<file path="src/rtl/axis_pkt_gen.sv">
// axis_pkt_gen
//
// Purpose: AXI-Stream packet generator. A one-cycle start latches a burst
// description (beats per packet, packets per burst, first data word) and
// the block then emits pkt_count packets of pkt_len beats. Each beat carries
// an incrementing data word that runs on across packet boundaries and wraps
// naturally at 2^DATA_WIDTH.
//
// Configuration macro: AXIS_PKT_GEN_GAP_EN
//   defined   -> gap_cycles port and GAP state exist. Packets are separated by
//                gap_cycles idle cycles, with tvalid low throughout the gap.
//   undefined -> packets are sent back-to-back.
//
// Ports:
//   clk            in   single clock, rising edge
//   reset_n        in   asynchronous active-low reset
//   start          in   one-cycle burst request, accepted only in IDLE
//   pkt_len        in   beats per packet (sampled on accepted start)
//   pkt_count      in   packets per burst (sampled on accepted start)
//   seed           in   first tdata value (sampled on accepted start)
//   gap_cycles     in   idle cycles between packets (macro builds only)
//   m_axis_tvalid  out  stream valid
//   m_axis_tdata   out  stream data
//   m_axis_tlast   out  last beat of each packet
//   m_axis_tready  in   downstream ready
//   busy           out  burst in progress
//   done           out  one-cycle pulse at burst completion
//
// All outputs come straight from flops; tready only feeds next-state logic.
//
// state | meaning
// ------+--------------------------------------------------------------
// IDLE  | waiting for start; a zero-length burst pulses done from here
// SEND  | tvalid high, presenting the current beat until it transfers
// GAP   | tvalid low, down-counting the inter-packet gap (macro builds)

module axis_pkt_gen #(
    parameter int DATA_WIDTH = 32,
    parameter int LEN_WIDTH  = 16
) (
    input  logic                  clk,
    input  logic                  reset_n,
    input  logic                  start,
    input  logic [LEN_WIDTH-1:0]  pkt_len,
    input  logic [LEN_WIDTH-1:0]  pkt_count,
    input  logic [DATA_WIDTH-1:0] seed,
`ifdef AXIS_PKT_GEN_GAP_EN
    input  logic [LEN_WIDTH-1:0]  gap_cycles,
`endif
    output logic                  m_axis_tvalid,
    output logic [DATA_WIDTH-1:0] m_axis_tdata,
    output logic                  m_axis_tlast,
    input  logic                  m_axis_tready,
    output logic                  busy,
    output logic                  done
);

    typedef enum logic [1:0] {
        IDLE = 2'd0,
        SEND = 2'd1,
        GAP  = 2'd2
    } state_t;

    localparam logic [LEN_WIDTH-1:0]  LEN_ONE  = LEN_WIDTH'(1);
    localparam logic [LEN_WIDTH-1:0]  LEN_TWO  = LEN_WIDTH'(2);
    localparam logic [DATA_WIDTH-1:0] DATA_ONE = DATA_WIDTH'(1);

    state_t               state;
    // Down-counters: beats left in this packet (including the one on the
    // bus) and packets left in the burst (including the current one).
    // Terminal count is 1, so the full 2^LEN_WIDTH-1 range fits without
    // needing an extra bit.
    logic [LEN_WIDTH-1:0] beat_left;
    logic [LEN_WIDTH-1:0] pkt_left;
    logic [LEN_WIDTH-1:0] len_q;
`ifdef AXIS_PKT_GEN_GAP_EN
    logic [LEN_WIDTH-1:0] gap_q;
    logic [LEN_WIDTH-1:0] gap_left;
`endif

    always_ff @(posedge clk or negedge reset_n) begin
        if (!reset_n) begin
            state         <= IDLE;
            m_axis_tvalid <= 1'b0;
            m_axis_tdata  <= '0;
            m_axis_tlast  <= 1'b0;
            busy          <= 1'b0;
            done          <= 1'b0;
            beat_left     <= '0;
            pkt_left      <= '0;
            len_q         <= '0;
`ifdef AXIS_PKT_GEN_GAP_EN
            gap_q         <= '0;
            gap_left      <= '0;
`endif
        end else begin
            done <= 1'b0;
            case (state)
                IDLE: begin
                    if (start) begin
                        if (pkt_len == '0 || pkt_count == '0) begin
                            // Nothing to send: report completion without
                            // ever raising busy.
                            done <= 1'b1;
                        end else begin
                            len_q         <= pkt_len;
                            pkt_left      <= pkt_count;
                            beat_left     <= pkt_len;
`ifdef AXIS_PKT_GEN_GAP_EN
                            gap_q         <= gap_cycles;
`endif
                            m_axis_tdata  <= seed;
                            m_axis_tvalid <= 1'b1;
                            m_axis_tlast  <= (pkt_len == LEN_ONE);
                            busy          <= 1'b1;
                            state         <= SEND;
                        end
                    end
                end

                SEND: begin
                    if (m_axis_tready) begin
                        m_axis_tdata <= m_axis_tdata + DATA_ONE;
                        if (beat_left == LEN_ONE) begin
                            if (pkt_left == LEN_ONE) begin
                                m_axis_tvalid <= 1'b0;
                                m_axis_tlast  <= 1'b0;
                                busy          <= 1'b0;
                                done          <= 1'b1;
                                state         <= IDLE;
                            end else begin
                                pkt_left     <= pkt_left - LEN_ONE;
                                beat_left    <= len_q;
                                m_axis_tlast <= (len_q == LEN_ONE);
`ifdef AXIS_PKT_GEN_GAP_EN
                                if (gap_q != '0) begin
                                    m_axis_tvalid <= 1'b0;
                                    gap_left      <= gap_q;
                                    state         <= GAP;
                                end
`else
                                // Back-to-back: tvalid simply stays high.
                                state <= SEND;
`endif
                            end
                        end else begin
                            beat_left    <= beat_left - LEN_ONE;
                            m_axis_tlast <= (beat_left == LEN_TWO);
                        end
                    end
                end

`ifdef AXIS_PKT_GEN_GAP_EN
                GAP: begin
                    // tvalid is raised while leaving so that it is low for
                    // exactly gap_q cycles.
                    if (gap_left == LEN_ONE) begin
                        m_axis_tvalid <= 1'b1;
                        state         <= SEND;
                    end else begin
                        gap_left <= gap_left - LEN_ONE;
                    end
                end
`endif

                default: begin
                    m_axis_tvalid <= 1'b0;
                    m_axis_tlast  <= 1'b0;
                    busy          <= 1'b0;
                    state         <= IDLE;
                end
            endcase
        end
    end

endmodule

</file>
<file path="config.mk">
export PLATFORM = sky130hd
export DESIGN_NAME = axis_pkt_gen
export DESIGN_NICKNAME = d
export VERILOG_FILES = /design/src/rtl/axis_pkt_gen.sv
export SDC_FILE = /design/constraint.sdc
export NUM_CORES = 1
export LEC_CHECK = 0
export CAP_MARGIN = 20
export CORE_MARGIN = 2
export CORE_UTILIZATION = 53
export DETAILED_ROUTE_END_ITERATION = 6
export PLACE_DENSITY_LB_ADDON = 0.05
export SYNTH_ARGS = -nofsm -noshare
export SYNTH_HDL_FRONTEND = slang
export SYNTH_SLANG_ARGS = --single-unit
</file>
<file path="constraint.sdc">
create_clock -name clk -period 3.5 [get_ports clk]
set_input_delay 0.35 -clock clk [delete_from_list [all_inputs] [get_ports clk]]
set_output_delay 0.35 -clock clk [all_outputs]
set_load 0.01 [all_outputs]
</file>
==> results of run 1 <==
-- final timing paths --
check | depth (start not counted) | slack [ps] | startpoint | endpoint
min reg2reg | 2 | 520 | len_q[2]$_DFFE_PN0P_ | len_q[2]$_DFFE_PN0P_
min | 2 | 430 | reset_n | m_axis_tdata[21]$_DFFE_PN0P_
max in group asynchronous | 3 | 2420 | reset_n | state[0]$_DFFE_PN0P_
max reg2reg | 6 | 600 | beat_left[2]$_DFFE_PN0P_ | pkt_left[0]$_DFFE_PN0P_
max | 6 | 600 | beat_left[2]$_DFFE_PN0P_ | pkt_left[0]$_DFFE_PN0P_
min in group clk | 2 | 520 | len_q[2]$_DFFE_PN0P_ | len_q[2]$_DFFE_PN0P_
-- logic make-up (layout without fill, tap and decap cells) --
kind of cell             count (synthesis)  in the layout
XOR/XNOR                                 2              2
adder cells (fa/ha/maj)                  6              6
buffers and inverters                   59            157
multiplexers                            23             23
flip-flops                              84             84
AO/OA/AOI/OAI                          170            170
AND/OR/NAND/NOR                        305            305
-- flip-flops by register name, indices dropped and copies added, names as in the netlist --
register and flops:
m_axis_tdata 32, beat_left 16, len_q 16, pkt_left 16
busy 1, done 1, m_axis_tlast 1, state 1
-- cell type report --
class                           instances  area, µm²  share of cell area (%)
Clock buffer                           10        138                    2.00
Clock inverter                          6       70.1                    1.02
Inverter                               19       71.3                    1.04
Multi-Input combinational cell        506       3110                    45.2
Sequential cell                        84       2100                    30.6
Tap cell                              133        166                    2.42
Timing Repair Buffer                  122       1220                    17.7
-- per-stage QoR --
| step | instances | utilization (%) | worst slack (ps) | hold WS (ps) | power, µW |
|---|---|---|---|---|---|
| floorplan | 649 | - | 1100 | 54.4 | 2610 |
| global placement | 861 | 67.2 | 610 | 486 | 3200 |
| detailed placement | 862 | 67.2 | 566 | 497 | 3280 |
| CTS | 878 | 69.3 | 697 | 206 | 4020 |
| global route | 880 | 69.7 | 479 | 442 | 4320 |
| finish | 880 | 69.7 | 595 | 435 | 4030 |
-- Yosys cell counts, drive strengths merged (10+ instances only) --
cell,instances
nor2b,11
a21oi,16
a22o,11
a31oi,15
a22oi,14
nor3,31
nand4,14
o22ai,17
o21ai,31
inv,19
nand2,99
clkbuf,33
nor4,31
dfrtp,84
nand3,21
mux2i,20
nor2,44
or4,10
-- where the power goes --
part / internal (µW) / total (µW) / switching, µW
Sequential: 1290 / 1740 / 448
Combinational: 777 / 1550 / 776
Clock: 354 / 740 / 386
-- layout by cell type, fill, tap and decap left out, types with 4 or more instances in the layout --
cell	count
a221o_1	7
and3_1	9
inv_1	19
buf_4	16
nand2b_1	4
nand4_1	14
nor4_1	30
a22oi_1	14
o21ai_0	30
a2bb2oi_1	6
dfrtp_1	83
ha_1	6
o211ai_1	6
o22ai_1	17
nand3_1	21
a31oi_1	15
and2_1	4
o2bb2ai_1	8
o31ai_1	5
or3_1	5
nand2_1	97
clkdlybuf4s50_1	102
a21oi_1	15
mux2i_1	20
a22o_1	11
clkbuf_8	10
or2_2	5
nor2b_1	11
nor3_1	31
nor3b_1	5
nor2_1	44
or4_1	9
-- repair_timing --
item | CTS | global route
endpoints found under the hold margin | 0 | 29
setup endpoints to repair | 0 | 0
hold buffers | 0 | 1
-- metal layers --
| metal | share of wire, % | vias to the layer above |
|---|---|---|
| met5 | 0 | - |
| met3 | 8.1 | 27 |
| met4 | 1.7 | 0 |
| met2 | 47 | 251 |
| li1 | - | 2653 |
| met1 | 44 | 2789 |
==> results.ini, run 1 <==
[pwr]
p_per_area_nw_per_um2 = 586
ir_worst_vdd_mv = 0.493
p_leak_uw = 0.00272

[sta]
finalHoldViolCount = 0
slew_headroom_pct = 47.2
tightest_slew_ps = 792
maxClockFrequency_mhz = 344
fin_crit_ps = 2900
fin_worst_skew_ps = 16.7
slew_violations = 0
fin_tns_setup_ps = 0
setup_violations = 0
grt_setup_unrepaired = false
finalCritPeriodShare_pct = 83.0

[global_routing]
busiest_layer = met2
use_met3_pct = 7.61
antenna_found_initial = 0
gr-total-overflow = 0
met1_usage_pct = 42.3
grt_pass1_vias = 5456
grt_pass1_wl_um = 27200
track_usage_pct = 30.7
met2_usage_pct = 47.9
grt_max_degree = 85

[floorplanning]
ioPinCount = 104
rows = 36
dieWidth_um = 105
coreArea_um2 = 9860
die_area_um2 = 11100
die_y_um = 105
start_util_pct = 55.2

[clocking]
ctsResizeCount = 0
clock_latency_ps = 380
cts_setup_buffers = 0
cts_tree = yes
clk_path_buf_depth = 2
numCtsBuffers = 9
path_clk_slew_ps = 90
cts-root-buf = clkbuf_8
clock-sinks = 84
ctsHtreeMaxLevel = 3

[yosys]
synth_top_family_by_area = simple AND/OR/NAND/NOR gates
syn-num-nets = 723
async_flop_share_pct = 100
yosys_warnings = 0
synth_seq_cells = 84
synth_edf_count = 0
synth_compound_area_share_pct = 22.5
syn_area_um2 = 5440
netlist.area_leader.share_pct = 38.6
synth_area_leader_cell = dfrtp_1
yosys.area_share.adder_pct = 1.38
synth.avg_cell_area_um2 = 8.39
netlist_top_cells_area = dfrtp_1, nand2_1, mux2i_1
synthMuxAreaShare_pct = 4.30
synth_flop_cell = dfrtp_1
ys_types = 64
seq_area_frac_synth_pct = 38.6
yosys.area_share.simple_pct = 28.6
synth-xor-area-share_pct = 0.322
postSynthCellCount = 649

[detailed_routing]
drtIter0Drc = 402
ant_nets = 0
wirelength_um = 16600
routedWlPerCell_um = 18.9
drc = 0
routed_via_density = 6.50
via_count = 5720
first_pass_iters = 5

[placement]
port_buffers = 103
place_area_um2 = 6630
gp_congestion = 0.933
dp_hpwl_um = 11600

[critical_path]
cpPeakStageDelay_ps = 650
timing.critical_path.buf_inv = 1
cp.arrival_ps = 3200
cpMaxStageDelayCell = nor4_1
cp_top_family = simple AND/OR/NAND/NOR gates
worstSetupPathType = register to register
required_ps = 3790
crit_fanout = 17
worstPathCellList = nor4_1 > nand4_1 > buf_4 > o21ai_0 > nor2b_1 > mux2i_1
end_kind = register
start_kind = register

[finish]
area_delta_synth_final_pct = 26.3
finalInstanceArea_um2 = 6880
nFillCells = 803
final_nets = 816
drive_gt1_share_pct = 7.36
antennaDiodeCount = 0

[flow_run]
max_cap_viol_count = 0

[hold_path]
min_path_type = input pin to async pin

[status]
outcome = completed

No activity file was read; power rests on OpenSTA's default activity.
==> run 2: changes to the inputs <==
--- a/config.mk
+++ b/config.mk
@@ -7,7 +7,7 @@
 export LEC_CHECK = 0
 export CAP_MARGIN = 20
 export CORE_MARGIN = 2
-export CORE_UTILIZATION = 53
+export CORE_UTILIZATION = 48
 export DETAILED_ROUTE_END_ITERATION = 6
 export PLACE_DENSITY_LB_ADDON = 0.05
 export SYNTH_ARGS = -nofsm -noshare
==> constraint.sdc (replaced) <==
create_clock -name clk -period 2.6 [get_ports clk]
set_input_delay 0.26 -clock clk [delete_from_list [all_inputs] [get_ports clk]]
set_output_delay 0.26 -clock clk [all_outputs]
set_load 0.01 [all_outputs]
==> run 2 against run 1 <==
Against the previous run:
- setup slack worse by 520 ps
- core utilization down 3.9 points
- final cell count up 4.1%
- register-to-register slack worse by 520 ps
- via count up 2.0%
- total power up 43%
- maximum frequency up 15%
- sequential share of layout area down 1.4 points
- worst hold slack worse by 19 ps
- first-iteration DRC count up 52%
- critical path depth up 1
- critical endpoint is now beat_left[0]$_DFFE_PN0P_
- largest power group unchanged
==> results.ini, run 2 (same netlist as run 1, synthesis figures left out) <==
[finish]
final_util_pct = 65.9
area_delta_synth_final_pct = 32.3
final_cell_mix = clkdlybuf4s50_1, nand2_1, dfrtp_1, buf_4, nor2_1
layout_commonest_cell = clkdlybuf4s50_1
final-seq-area_um2 = 2100
regMostFlops = m_axis_tdata
layout.cells.non_filler = 916
antennaDiodeCount = 0
final_nets = 847
largest_reg_flops = 32
multi_input_area_um2 = 3120
finalInstanceArea_um2 = 7200
drive_gt1_share_pct = 11.0
nFillCells = 964

[sta]
finalCritPeriodShare_pct = 97.0
fin_tns_setup_ps = 0
slew_headroom_pct = 57.4
maxClockFrequency_mhz = 397
grt_setup_unrepaired = true
setup_violations = 0
tightest_slew_ps = 633
finalHoldViolCount = 0
fin_worst_skew_ps = 6.57
slew_violations = 0
fin_crit_ps = 2520

[global_routing]
antenna_found_initial = 0
grt_pass1_wl_um = 28700
grt_max_degree = 56
grt_pass1_vias = 5498
track_usage_pct = 28.8
gr-total-overflow = 0

[clocking]
cts-root-buf = clkbuf_16
cts_tree = yes
numCtsBuffers = 9
clock-sinks = 84
clock_latency_ps = 350
clk_path_buf_depth = 2
path_clk_slew_ps = 60
ctsHtreeMaxLevel = 3

[detailed_routing]
drtIter0Drc = 610
routedWlPerCell_um = 19.2
wirelength_um = 17500
drc = 0
via_count = 5833
ant_nets = 0
routed_via_density = 6.37
first_pass_iters = 5

[floorplanning]
ioPinCount = 104
coreArea_um2 = 10900
rows = 38
start_util_pct = 49.8
die_y_um = 110
die_area_um2 = 12200
dieWidth_um = 110

[placement]
placedCellCount = 900
port_buffers = 103
dp_hpwl_um = 12500
place_area_um2 = 6900
gp_congestion = 0.948

[flow_run]
max_cap_viol_count = 0

[critical_path]
required_ps = 2850
cp.arrival_ps = 2780
worstSetupPathType = register to register
start_kind = register
crit_fanout = 14
end_kind = register

[status]
outcome = completed

[pwr]
p_per_area_nw_per_um2 = 801
p_total_uw = 5770
ir_worst_vdd_mv = 0.450
p_leak_uw = 0.00292

[hold_path]
min_path_type = input pin to async pin

## run 2: changes by cell type in the layout (fill, tap and decap cells not counted), moves of 3 or more
cell,change
clkbuf_8,-7
clkinvlp_4,-3
buf_4,+30
clkbuf_16,+9
## run 2: power by group
group | switching (µW) | internal [µW] | total, µW
sequential | 583 | 1740 | 2320
combinational | 1090 | 1110 | 2200
clock | 537 | 712 | 1250
## run 2: final timing paths
| path | end | slack, ps | cells past startpoint | startpoint |
|---|---|---|---|---|
| hold / removal | beat_left[14]$_DFFE_PN0P_ | 420 | 2 | reset_n |
| min in group clk | len_q[11]$_DFFE_PN0P_ | 500 | 3 | pkt_len[11] |
| hold reg to reg | len_q[1]$_DFFE_PN0P_ | 510 | 2 | len_q[1]$_DFFE_PN0P_ |
| setup reg to reg | beat_left[0]$_DFFE_PN0P_ | 80 | 7 | pkt_left[1]$_DFFE_PN0P_ |
| max in group asynchronous | len_q[10]$_DFFE_PN0P_ | 1420 | 3 | reset_n |
| setup / recovery | beat_left[0]$_DFFE_PN0P_ | 80 | 7 | pkt_left[1]$_DFFE_PN0P_ |
## run 2: critical path: stages, from the launching register on
cell,delay [ps]
dfrtp_1,400
inv_1,110
ha_1,140
or4b_2,610
or4_4,490
o21ai_2,220
nand2_4,160
a311oi_1,290
## run 2: metrics by stage
stage	hold WS, ps	setup WS [ps]
global placement	268	69.9
global route	477	-33.2
detailed placement	268	16.3
CTS	440	10.8
finish	415	78.2
floorplan	-35.6	200
## run 2: area by class of cell
class,count,area share (%)
clock buffers,12,3.70
inverters,19,0.990
well taps,140,2.43
repair buffers,153,20.2
flip-flops and latches,84,29.2
multi-input cells,506,43.3
clock inverters,2,0.139
## run 2: repair_timing
action                     CTS  global route
hold endpoints to repair    33             0
setup buffers                0             1
hold buffers                 1             0
setup endpoints to repair    0            13
resized for setup            0             2
## run 2: per-layer routing
layer  track usage, %  wire length [µm]
met5                0                 0
met2             45.4              8160
met4             11.7               408
met1             39.5              7920
met3             4.77              1060
==> run 3: changes to the inputs <==
--- a/config.mk
+++ b/config.mk
@@ -9,6 +9,7 @@
 export CORE_MARGIN = 2
 export CORE_UTILIZATION = 48
 export DETAILED_ROUTE_END_ITERATION = 6
+export HOLD_SLACK_MARGIN = 0.08
 export PLACE_DENSITY_LB_ADDON = 0.05
 export SYNTH_ARGS = -nofsm -noshare
 export SYNTH_HDL_FRONTEND = slang
==> results of run 3 <==
No change in the layout: final DEF, timing and power equal those of run 2.
